**src/rtl/board_reset_sequencer.sv**
```systemverilog
// Board bring-up reset sequencer: debounces PERST# and releases global,
// memory and kernel resets in order behind PLL lock and memory calibration.
module board_reset_sequencer #(
    parameter int NUM_MEM            = 4,
    parameter int PERST_DEBOUNCE_CYC = 1024,
    parameter int RESET_HOLD_CYC     = 16,
    parameter int TIMEOUT_CYC        = 2**24
) (
    input  logic               clk_clk,
    input  logic               reset_reset,
    input  logic               pcie_perst_n,
    input  logic               pll_locked,
    input  logic [NUM_MEM-1:0] mem_enable,
    input  logic [NUM_MEM-1:0] mem_cal_success,
    input  logic [NUM_MEM-1:0] mem_cal_fail,
    output logic               global_reset_n,
    output logic               mem_reset_n,
    output logic               kernel_reset_n,
    output logic [2:0]         seq_state,
    output logic [1:0]         err_code,
    output logic [NUM_MEM-1:0] fail_mask,
    output logic [7:0]         leds
);

    localparam int MAX_A = (PERST_DEBOUNCE_CYC > RESET_HOLD_CYC) ?
                           PERST_DEBOUNCE_CYC : RESET_HOLD_CYC;
    localparam int MAX_CYC = (MAX_A > TIMEOUT_CYC) ? MAX_A : TIMEOUT_CYC;
    localparam int CW = $clog2(MAX_CYC) + 1;

    localparam logic [CW-1:0] DEB_LAST  = CW'(PERST_DEBOUNCE_CYC - 1);
    localparam logic [CW-1:0] HOLD_LAST = CW'(RESET_HOLD_CYC - 1);
    localparam logic [CW-1:0] TO_LAST   = CW'(TIMEOUT_CYC - 1);

    typedef enum logic [2:0] {
        S_RESET      = 3'd0,
        S_WAIT_PERST = 3'd1,
        S_DEBOUNCE   = 3'd2,
        S_HOLD       = 3'd3,
        S_WAIT_PLL   = 3'd4,
        S_WAIT_CAL   = 3'd5,
        S_RUN        = 3'd6,
        S_ERROR      = 3'd7
    } state_e;

    state_e             state_q, state_d;
    logic [CW-1:0]      cnt_q, cnt_d;
    logic               perst_meta_q, perst_sync_q;
    logic               pll_meta_q, pll_sync_q;
    logic [NUM_MEM-1:0] succ_meta_q, succ_sync_q;
    logic [NUM_MEM-1:0] fail_meta_q, fail_sync_q;
    logic [1:0]         err_q, err_d;
    logic [NUM_MEM-1:0] mask_q, mask_d;
    logic               glb_q, glb_d;
    logic               memr_q, memr_d;
    logic               krn_q, krn_d;
    logic               cal_fail, cal_done;
    logic [3:0]         cal_led;

    // mem_enable is strap-static, so it is used unsynchronised
    assign cal_fail = |(fail_sync_q & mem_enable);
    assign cal_done = &(succ_sync_q | ~mem_enable);

    always_ff @(posedge clk_clk) begin
        if (reset_reset) begin
            perst_meta_q <= 1'b0;
            perst_sync_q <= 1'b0;
            pll_meta_q   <= 1'b0;
            pll_sync_q   <= 1'b0;
            succ_meta_q  <= '0;
            succ_sync_q  <= '0;
            fail_meta_q  <= '0;
            fail_sync_q  <= '0;
        end else begin
            perst_meta_q <= pcie_perst_n;
            perst_sync_q <= perst_meta_q;
            pll_meta_q   <= pll_locked;
            pll_sync_q   <= pll_meta_q;
            succ_meta_q  <= mem_cal_success;
            succ_sync_q  <= succ_meta_q;
            fail_meta_q  <= mem_cal_fail;
            fail_sync_q  <= fail_meta_q;
        end
    end

    always_ff @(posedge clk_clk) begin
        if (reset_reset) begin
            state_q <= S_RESET;
            cnt_q   <= '0;
        end else begin
            state_q <= state_d;
            cnt_q   <= cnt_d;
        end
    end

    always_comb begin
        state_d = state_q;
        if (state_q == S_RESET) begin
            state_d = S_WAIT_PERST;
        end else if (!perst_sync_q && state_q != S_WAIT_PERST) begin
            state_d = S_WAIT_PERST;
        end else begin
            unique case (state_q)
                S_WAIT_PERST: if (perst_sync_q) state_d = S_DEBOUNCE;
                S_DEBOUNCE:   if (cnt_q == DEB_LAST) state_d = S_HOLD;
                S_HOLD:       if (cnt_q == HOLD_LAST) state_d = S_WAIT_PLL;
                S_WAIT_PLL: begin
                    if (pll_sync_q)            state_d = S_WAIT_CAL;
                    else if (cnt_q == TO_LAST) state_d = S_ERROR;
                end
                S_WAIT_CAL: begin
                    if (cal_fail)              state_d = S_ERROR;
                    else if (cal_done)         state_d = S_RUN;
                    else if (cnt_q == TO_LAST) state_d = S_ERROR;
                end
                S_RUN:        if (!pll_sync_q) state_d = S_HOLD;
                default: ;
            endcase
        end

        if (state_d != state_q) cnt_d = '0;
        else if (cnt_q != '1)   cnt_d = cnt_q + 1'b1;
        else                    cnt_d = cnt_q;
    end

    always_comb begin
        glb_d  = 1'b0;
        memr_d = 1'b0;
        krn_d  = 1'b0;
        unique case (state_d)
            S_WAIT_PLL, S_ERROR: glb_d = 1'b1;
            S_WAIT_CAL: begin
                glb_d  = 1'b1;
                memr_d = 1'b1;
            end
            S_RUN: begin
                glb_d  = 1'b1;
                memr_d = 1'b1;
                krn_d  = 1'b1;
            end
            default: ;
        endcase

        err_d  = err_q;
        mask_d = mask_q;
        if (state_d == S_HOLD && state_q != S_HOLD) begin
            err_d  = 2'd0;
            mask_d = '0;
        end else if (state_d == S_ERROR && state_q == S_WAIT_PLL) begin
            err_d = 2'd1;
        end else if (state_d == S_ERROR && state_q == S_WAIT_CAL) begin
            if (cal_fail) begin
                err_d  = 2'd2;
                mask_d = fail_sync_q & mem_enable;
            end else begin
                err_d = 2'd3;
            end
        end
    end

    always_ff @(posedge clk_clk) begin
        if (reset_reset) begin
            glb_q  <= 1'b0;
            memr_q <= 1'b0;
            krn_q  <= 1'b0;
            err_q  <= 2'd0;
            mask_q <= '0;
        end else begin
            glb_q  <= glb_d;
            memr_q <= memr_d;
            krn_q  <= krn_d;
            err_q  <= err_d;
            mask_q <= mask_d;
        end
    end

    always_comb begin
        cal_led = '0;
        cal_led[NUM_MEM-1:0] = succ_sync_q & mem_enable;
    end

    assign global_reset_n = glb_q;
    assign mem_reset_n    = memr_q;
    assign kernel_reset_n = krn_q;
    assign seq_state      = state_q;
    assign err_code       = err_q;
    assign fail_mask      = mask_q;
    assign leds           = {cal_led, pll_sync_q, state_q};

endmodule

```
**config.mk**
```make
export PLATFORM = sky130hd
export DESIGN_NAME = board_reset_sequencer
export DESIGN_NICKNAME = d
export VERILOG_FILES = /design/src/rtl/board_reset_sequencer.sv
export SDC_FILE = /design/constraint.sdc
export NUM_CORES = 1
export LEC_CHECK = 0
export CAP_MARGIN = 20
export CELL_PAD_IN_SITES_DETAIL_PLACEMENT = 0
export CELL_PAD_IN_SITES_GLOBAL_PLACEMENT = 2
export CORE_ASPECT_RATIO = 0.75
export CORE_MARGIN = 3
export CORE_UTILIZATION = 34
export DETAILED_ROUTE_END_ITERATION = 16
export DONT_BUFFER_PORTS = 1
export MAX_ROUTING_LAYER = met4
export PLACE_DENSITY = 0.8
export SYNTH_ARGS = -nofsm -noshare
export SYNTH_HDL_FRONTEND = slang
export SYNTH_SLANG_ARGS = --single-unit
```
**constraint.sdc**
```tcl
create_clock -name clk_clk -period 2.81 [get_ports clk_clk]
set_clock_uncertainty 0.2 [all_clocks]
set_input_delay 0.281 -clock clk_clk [delete_from_list [all_inputs] [get_ports clk_clk]]
set_output_delay 0.281 -clock clk_clk [all_outputs]
set_load 0.05 [all_outputs]
```
==> summary.md <==
| Metric | Value |
|---|---|
| Status | `finished clean` |
| Routed wire length on met2 | `2.45 mm` |
| Final Hold Slack | `between 40 and 50 ps` |
| Critical Path, Cell by Cell | `ha_2 > nand3_2 > or4_4 > or4_4 > nor3_4 > nor3_4 > buf_4 > o21a_1 > a311o_1` |
| Clock sink count | `57` |
| Synth-to-Final Area Change | `24.1%` |
| Mapped Cells | `298` |
| Dpl cells | `398` |
| Ant diodes | `0` |
| Combinational share of power | `7.6%` |
| Fill count | `711` |
| Final number of hold-violating endpoints | `0` |
| I/O Buffers | `0` |
| WL met3 | `about 310 µm` |
| CP Capture Type | `flop` |
| Slew headroom | `44.2%` |
| H-tree levels | `3` |
| Sequential share of the synthesized area | `44.0%` |
| Crit path to | `err_code[1]` |
| Clk_lat worst skew | `340 ps` |
| Maxcap violations | `0` |
| Crit path from | `cnt_q[0]` |
| Synth Area in Compound Gates | `7.28%` |
| Initial DRT Pass Iterations | `4` |
| DRC Markers | `0` |
| Final ANT Viol Nets | `0` |
| Gr usage total | `15.0%` |
| Final WL | `just over 6 mm` |
| Syn nets | `315` |
| Core area | `0.00709 mm²` |
| EDFF count, synth | `0` |
| Worst hold path stage count | `3` |
| Minimum clock period | `2720 ps` |
| DIE HEIGHT | `slightly above 80 µm` |
| FF+latch count, synth | `57` |
| Period utilization | `96.9%` |
| CTS tree | `built` |
| Most area-consuming cells after synthesis | `dfxtp_1, nor3_1, nor2b_1` |
| Pleak | `around 1.1 nW` |
| DR vias | `2150` |
| Fin area | `0.00322 mm²` |
| Layout Cells excl Fill | `428` |
| RR Startpoint | `cnt_q[0]` |
| Post-Route M1 WL | `3.28 mm` |
| Crit path buf inv count | `1` |
| Die span in x | `107 µm` |
| Synthesized area | `0.00259 mm²` |
| NetSw | `0.000485 W` |
| Die ar. | `0.00873 mm²` |
| DP HPWL | `between 3 and 4 mm` |
| RSZ-0062 raised after global routing | `no` |
| Total Power | `around 0.0019 W` |
| Post-synth ARST share | `0%` |
| Initial drt markers | `135` |
| R2r endpoint | `err_code[1]` |
| Switching share of power | `25.9%` |
| CTS Buffer Depth | `2` |
| Most frequent cells in the layout | `dfxtp_1, nor3_1, nor2b_1` |
| Max Clk Rate | `about 0.37 GHz` |
| R2R depth | `9` |
| Synth area leader | `dfxtp_1` |
| Peak VDD IR | `0.351 mV` |
| Post-synthesis simple-gate area fraction | `34.6%` |
| Combinational family with the most area after synthesis | `simple AND/OR/NAND/NOR gates` |
| CP max stage delay | `about 450 ps` |
| Wire length per cell | `14.3 µm` |
| Critical path's top delay family | `simple AND/OR/NAND/NOR gates` |
| Critical path depth | `9` |
| First-pass GRT wire length | `9.83 mm` |
| Layout cells sized above 1 | `16.4%` |
| PD cells | `582 mW/mm²` |
| Largest net degree at the start of global routing | `26` |
| Hold WC Path Type | `in2reg` |
| Xor-xnor portion of the synthesized cell area | `7.76%` |
| Via density per instance | `5.02` |
| Power share of the sequential group | `45.2%` |
| Critical path class | `reg2reg` |
| Crit Path Max Fanout | `7` |
| CP arrival | `~2800 ps` |
| Max-slew violation total from the final report | `0` |
| Post-synthesis mux area share | `1.40%` |
| Internal | `0.00139 W` |
| Mean post-synth cell area | `8.71 µm²` |
| Highest-delay cell along the critical path | `or4_4` |
| Initial Util | `36.6%` |
| IO Pins | `36` |
| Num CTS Buffers | `9` |
| Placed Area | `0.00278 mm²` |
| Synth warn | `0` |
| Nets@finish | `342` |
| Synth Area in Adders | `0.482%` |
| Ys flop type | `dfxtp_1` |
| CP required | `2840 ps` |
| Worst Tran Pin Value | `834 ps` |
| Unique masters post-synth | `between 40 and 50` |
| Startpoint class of the critical path | `flop` |
| Grt ovf | `0` |
| Post-synth top area share | `44.0%` |
| Reg clk slew, reported paths | `80 ps` |
| Antenna violations before repair | `0` |
| GP Congestion | `between 0.7 and 0.8` |
| Most common cell after layout, fill and taps aside | `dfxtp_1` |
| Clock root buffer | `clkbuf_8` |
| Clock power frac | `between 40% and 50%` |
| Final Setup Violations | `0` |
| R2r setup slk | `90 ps` |
| Vias in the first global route | `1895` |
| Uppermost layer routed | `met4` |
| Number of core rows | `26` |
[worst min path at each step]
stage	to	from	slack, ps
final	fail_mask[1]	mem_enable[1]	50
after CTS	fail_mask[1]	mem_enable[1]	20
after detailed placement	fail_meta_q[1]	reset_reset	160
after global routing	fail_mask[3]	mem_enable[3]	50
after floorplan	fail_meta_q[0]	mem_cal_fail[0]	210
after global placement	fail_sync_q[0]	reset_reset	160
[cell type report]
cell class,count,area (µm²),share of cell area (%)
multi-input combinational,220,1430,44.5
inverter,6,22.5,0.700
sequential,57,1140,35.5
tap,98,123,3.81
clock buffer,9,124,3.85
timing repair buffer,31,273,8.47
clock inverter,7,103,3.19
[layer usage]
layer  vias up  global-route usage, %
li1       1098                      -
met2        47                   19.8
met1       998                   21.0
met3         7                   5.03
met4         0                   5.36
met5         -                      -
[metrics by stage]
step                      setup slack [ps]  util [%]  TNS [ps]
after floorplan                        125         -         0
after global placement                70.1      39.2         0
after detailed placement             -27.2      39.2     -27.2
after CTS                             14.2      44.0         0
after global routing                  1.31      45.4         0
final                                 88.2      45.4         0
[power by group through the flow]
stage | Clock (W) | Sequential [W] | Combinational [W]
after global placement | 0 | 0.000863 | 0.000114
after floorplan | 0 | 0.000867 | 0.0000909
after global routing | 0.000942 | 0.000849 | 0.000155
after CTS | 0.000904 | 0.000845 | 0.000131
final | 0.000885 | 0.000846 | 0.000142
after detailed placement | 0 | 0.000864 | 0.000114
[state kept, by name, summed over array words and instances, names as in the netlist]
name	cells
fail_sync_q	4
succ_sync_q	4
perst_sync_q	1
fail_mask	4
seq_state	3
perst_meta_q	1
err_code	2
fail_meta_q	4
pll_sync_q	1
pll_meta_q	1
mem_reset_n	1
global_reset_n	1
kernel_reset_n	1
succ_meta_q	4
cnt_q	25
[worst min-delay path, cell delays in order]
cell	delay [ps]
nand2_1	50
nor2_1	110
o21a_1	120
[kinds of logic after synthesis]
group,after synthesis
multiplexers,3
XOR/XNOR,23
adder cells (fa/ha/maj),1
buffers and inverters,23
AND/OR/NAND/NOR,164
flip-flops,57
AO/OA/AOI/OAI,27
[what timing repair did]
action	CTS	global route
hold buffers	11	0
cloned	0	2
resized for setup	1	15
pin swaps	1	6
hold endpoints to repair	26	0
endpoints found under the setup margin	1	32
buffers inserted	0	1
[cell usage after synthesis, types with 2 or more instances]
master / n
nor4_1: 10
a21oi_1: 5
o21a_1: 5
or3_1: 2
and2_1: 9
nor2_1: 21
nand2b_1: 2
xnor2_1: 16
nand2_1: 19
and3_1: 3
clkbuf_1: 9
buf_4: 4
buf_6: 2
nor3_1: 39
inv_1: 6
nand3_1: 11
nor3b_1: 3
xor2_1: 7
dfxtp_1: 57
a221oi_1: 2
nand4_1: 7
o21ai_0: 4
nor3_2: 2
nor2b_1: 29
No activity file was read; power rests on OpenSTA's default activity.
